===== src/rtl/wload_pkg.sv =====
// Shared types for the systolic-array weight loader.
package wload_pkg;

  typedef enum logic [1:0] {
    IDLE  = 2'd0,
    CLEAR = 2'd1,
    LOAD  = 2'd2,
    DONE  = 2'd3
  } state_t;

endpackage


===== src/rtl/wload.sv =====
// Weight loader: clears a PE column, then writes one streamed weight per row in order.
module wload
  import wload_pkg::*;
#(
  parameter int WIDTH = 16,
  parameter int ROWS  = 16
) (
  input  logic                    clk,
  input  logic                    rst,
  input  logic                    i_start,
  input  logic                    i_abort,
  input  logic signed [WIDTH-1:0] i_wdata,
  input  logic                    i_wvalid,
  output logic                    o_wready,
  output logic signed [WIDTH-1:0] o_data,
  output logic [ROWS-1:0]         o_en,
  output logic                    o_clr,
  output logic                    o_busy,
  output logic                    o_done
);

  localparam int CNT_W = $clog2(ROWS);

  state_t                  state, state_nxt;
  logic [CNT_W-1:0]        row;
  logic signed [WIDTH-1:0] data_p1;
  logic [ROWS-1:0]         en_p1;
  logic                    accept;
  logic                    last_row;

  assign accept   = i_wvalid && o_wready;
  assign last_row = (row == CNT_W'(ROWS - 1));
  assign o_data   = data_p1;
  assign o_en     = en_p1;

  always_comb begin
    state_nxt = state;
    o_wready  = 1'b0;
    o_clr     = 1'b0;
    o_done    = 1'b0;
    o_busy    = (state != IDLE);
    case (state)
      IDLE:    if (i_start) state_nxt = CLEAR;
      CLEAR: begin
        o_clr     = 1'b1;
        state_nxt = LOAD;
      end
      LOAD: begin
        o_wready = !i_abort;
        if (i_wvalid && !i_abort && last_row) state_nxt = DONE;
      end
      DONE: begin
        o_done    = 1'b1;
        state_nxt = IDLE;
      end
      default: state_nxt = IDLE;
    endcase
    // Abort overrides every transition, including a simultaneous start.
    if (i_abort) state_nxt = IDLE;
  end

  // Stage p1: registered row write (data + one-hot enable)
  always_ff @(posedge clk) begin
    if (rst) begin
      state   <= IDLE;
      row     <= '0;
      data_p1 <= '0;
      en_p1   <= '0;
    end else begin
      state <= state_nxt;
      if (i_abort) begin
        en_p1 <= '0;
        row   <= '0;
      end else if (accept) begin
        data_p1 <= i_wdata;
        en_p1   <= ROWS'(1) << row;
        row     <= last_row ? '0 : row + 1'b1;
      end else begin
        en_p1 <= '0;
        if (state == CLEAR) row <= '0;
      end
    end
  end

endmodule


===== config.mk =====
export PLATFORM = sky130hd
export DESIGN_NAME = wload
export DESIGN_NICKNAME = d
export VERILOG_FILES = /design/src/rtl/wload_pkg.sv /design/src/rtl/wload.sv
export SDC_FILE = /design/constraint.sdc
export NUM_CORES = 1
export LEC_CHECK = 0
export CAP_MARGIN = 30
export CORE_MARGIN = 10
export CORE_UTILIZATION = 35
export CTS_BUF_LIST = sky130_fd_sc_hd__clkbuf_8
export CTS_CLUSTER_DIAMETER = 80
export DETAILED_ROUTE_END_ITERATION = 10
export PLACE_DENSITY_LB_ADDON = 0.1
export SYNTH_ARGS = -nofsm -noshare
export SYNTH_HDL_FRONTEND = slang
export SYNTH_SLANG_ARGS = --single-unit

===== constraint.sdc =====
create_clock -name clk -period 1.4 [get_ports clk]
set_input_delay 0.28 -clock clk [delete_from_list [all_inputs] [get_ports clk]]
set_output_delay 0.28 -clock clk [all_outputs]
set_load 0.05 [all_outputs]

After elaboration in Yosys (flattened, before gate mapping) --
Index checks and enable logic that the tools add are counted.
Storage, ports and cells: output and inout bits 36, word-level logic and storage cells 34, register bits 38
Cells by class: reduce and logical (&&, ||, !) cells 11, bitwise operators 2, multiplexer cells 9, equal/unequal tests 6, shifts and indexed selects 1, $add $sub $neg 1
Operator list (count):
- $shl 1x4->16 const A | 1
- $mux 4 | 3
- $pmux 2 s4 | 1
- $add 4x1->4 const B | 1
- $eq 2x2->1 const B | 2
- $eq 4x4->1 const B | 1
- $mux 2 | 2
- $ne 2x2->1 const B | 2
- $reduce_and 2->1 | 2
- $reduce_bool 2->1 | 2
- $logic_and 1x1->1 | 3
- $mux 1 | 3
- $reduce_or 3->1 | 1
- $eq 2x1->1 const B | 1
- $logic_not 2->1 | 1
- $not 1->1 | 2
- $reduce_or 2->1 | 1
- $logic_not 1->1 | 1

Longest topological paths before layout --
depth after elaboration 5, gate-level depth with buffers 7, depth with buffers taken out 6

Worst setup path before layout --
Ideal clock, no wire load.
kind reg2out, start point register state[0], end point output o_wready, data arrival time 1.383 ns, buffers on the path 0, required time 1.120 ns, stages on the path, launching flop included 4, setup slack -0.263 ns, cell sequence dfxtp_1 inv_1 ha_1 nor2b_1
Between the ends: longest elaborated chain between the ends 2
Ends and longest elaborated chain:
- from (decl) | RTL line wload.sv:24 | state_t state, state_nxt;
- from (signal assigned) | RTL line wload.sv:70 | state <= state_nxt;
- $eq 2x2->1 | RTL line wload.sv:42 | case (state)
- $mux 1 | RTL line wload.sv:42
- to (decl) | RTL line wload.sv:14 | output logic o_wready,
No other way between the ends.

Worst setup path after layout --
start point register state[1], end point output o_busy
Between the ends: longest elaborated chain between the ends 1
Ends and longest elaborated chain:
- $reduce_bool 2->1 | RTL line wload.sv:41 | o_busy = (state != IDLE);
- to (decl) | RTL line wload.sv:18 | output logic o_busy,
No other way between the ends.

==> results.md <==
* RePlAce Congestion at between 0.7 and 0.8
* Worst-Margin Slew at 0.437 ns
* Post-place instance area at between 2000 and 3000 um2
* H-Tree Depth at 2
* Clock skew at about 0.0030 ns
* Final wirelength at ~4.3 mm
* CTS clock-pin slew for the worst setup and hold paths at roughly 0.070 ns
* Layout cell share with drive strength beyond 1 at 0.329
* WP data required at around 1.1 ns
* Final Hold Vio Count at 0
* Commonest cells post-synth: dfxtp_1, nand2_1, a21oi_1
* Critical Path Sink Type: output pin
* Area share of the largest cell type after synthesis at 0.519
* Outcome: complete, but fails checks
* Fmax at 662 MHz
* Design Area, Final at about 2700 um2
* Final Max Slew Viols at 0
* TritonCTS Buffers at 5
* FF-to-FF Start: state[1]$_SDFFE_PP0P_
* Final min period at 1.51 ns
* Initial antenna violation count at 0
* Fin cells at 290
* Post-synthesis cell count at roughly 170
* Site row count at 23
* Worst skew pair latency at a little under 0.3 ns
* Max-cap viol count at 0
* DRC violations left at 0
* HP Start: o_data[6]$_SDFFE_PP0P_
* Vias at approximately 1,400
* Synth warnings at 0
* Critical path launch point type: flop
* Gr usage total at 0.118
* Synth cell types at 28
* R2R Path End: state[1]$_SDFFE_PP0P_
* Yosys reg bits at 38
* Fraction of registers with async set/reset at 0
* Hold Slack at 0.493 ns
* CTS sink count at 38
* Crit Path Category: reg -> out
* Dpl hpwl at 3.35 mm
* Violated checks: setup timing
* Hold path endpoint: o_data[6]$_SDFFE_PP0P_
* TritonRoute pass-1 iters at 4
* Post-route antenna net violation count at 0
* Relative slew slack at 0.709
* Post-layout nets at 271
* Setup slack after layout at -0.110 ns
* Power density over the cells at 752 nW/um2
* Net Count, Synth at around 200
* Average wire per standard cell at about 15 um
* Hold Path Class: reg -> reg
* Worst r2r path cells at 6
* ANT cells at 0
* Yosys top cell by area: dfxtp_1
* Leak pwr at 1.07 nW
* Util after Layout at 0.677
* Worst Path Arrival at roughly 1.2 ns
* CTS Hold Buffers Added at 0
* IO Pins at 57
* Post-synth EDFFs at 0
* Register area share after synthesis at 0.519
* Largest net degree at the start of global routing at 18
* Hold Crit Depth at 2
* RSZ-0062 raised after global routing: true
* Area contributors post-synth: dfxtp_1, nand2_1, ha_1
* Crit-path max FO at 3
* Inst Count DP at ~280
* Final Cycle Share at 1.08
* Area grow syn2layout at 86.1%
* Chip width at between 80 and 90 um
* CTS tree: built
* Initial Util at 0.364
* Max VDD drop at 0.486 mV
* Mapped Area at approximately 1500 um2
* Pre-CTS WS at -0.277 ns
* Reg2Reg Setup Slack at -0.11 ns
* Global route overflow at 0
* Vias in the first global route at between 1,000 and 1,500
* Die area at a little over 7000 um2
* Port-buffer cells at 56
* Core footprint at just over 4000 um2
* Via density at about 4.7
* Chip height at 84.7 um
* Mean post-synth cell area at 8.83 um2
* DRT iter0 DRCs at 42
* Root buf cell: clkbuf_8
* First-pass GRT wire length at approximately 6.9 mm
* Ys flop type: dfxtp_1
* Setup violators final at 6
* Max Buffers Root-to-Sink at 2
-- final cells by class --
type | count | area [um2]
clock buffers | 6 | 82.6
clock inverters | 2 | 8.76
fillers | 323 | 1300
inverters | 10 | 46.3
multi-input cells | 109 | 679
flip-flops and latches | 38 | 766
well taps | 50 | 62.6
repair buffers | 75 | 1080
-- report_power, final --
part | total, mW | switching [mW] | leakage, nW | internal [mW]
registers | 1.09 | 0.00568 | 0.307 | 1.08
clock network | 0.748 | 0.359 | 0.0524 | 0.389
logic | 0.215 | 0.0926 | 0.713 | 0.122
total | 2.05 | 0.457 | 1.07 | 1.60
-- repair_timing --
| action | in CTS | in global routing |
|---|---|---|
| pin swaps | 1 | 3 |
| endpoints found under the hold margin | 0 | 0 |
| gates cloned | 0 | 0 |
| setup buffers | 4 | 1 |
| gates resized for setup | 10 | 6 |
| endpoints found under the setup margin | 14 | 8 |
-- registers in the layout, indices dropped and copies added, names as in the netlist --
name and flops:
o_en 16, state 2, row 4, o_data 16
-- placed cells by master (no fill, tap or decap), drive strengths merged, types with 2 or more instances in the layout --
| cell | instances |
|---|---|
| buf | 55 |
| nand2 | 38 |
| dfxtp | 38 |
| a21oi | 21 |
| clkdlybuf4s50 | 20 |
| nor2 | 14 |
| ha | 11 |
| inv | 10 |
| clkbuf | 6 |
| nor3 | 6 |
| and3 | 3 |
| nor4b | 2 |
-- layer usage --
layer  routed length, um  track usage
met5                   0            0
met4                 107       0.0509
met3                 385       0.0638
met2                2130        0.203
met1                1640        0.113
-- metrics by stage --
stage	power [mW]	setup TNS, ns
4_1_cts	2.07	-0.444
2_1_floorplan	1.19	-0.209
5_1_grt	2.15	-0.662
3_3_place_gp	1.30	-2.89
6_report	2.05	-0.385
3_5_place_dp	1.31	-5.05
-- logic make-up (layout without fill, tap and decap cells) --
| family | after synthesis | after routing | share of synthesized area |
|---|---|---|---|
| simple gates | 70 | 70 | 0.223 |
| buf+inv | 19 | 93 | 0.0563 |
| flops | 38 | 38 | 0.519 |
| fa+ha+maj | 11 | 11 | 0.0939 |
| compound gates | 28 | 28 | 0.108 |
-- worst max-delay path: stages (launching register included) --
cell        delay (ns)
dfxtp_4           0.37
inv_4             0.07
ha_4              0.14
clkinvlp_4        0.10
buf_6             0.13
buf_12            0.13
-- how the worst max path moves through the flow --
stage                                  endpoint                  start  cells after the start
after global placement      row[3]$_SDFFE_PP0P_               i_wvalid                      4
after CTS                                o_busy  state[1]$_SDFFE_PP0P_                      5
final                                    o_busy  state[1]$_SDFFE_PP0P_                      5
after floorplan           state[1]$_SDFFE_PP0P_  state[1]$_SDFFE_PP0P_                      6
after detailed placement  state[1]$_SDFFE_PP0P_                i_abort                      4
after global routing      state[1]$_SDFFE_PP0P_  state[1]$_SDFFE_PP0P_                      6
No activity file was read; power rests on OpenSTA's default activity.
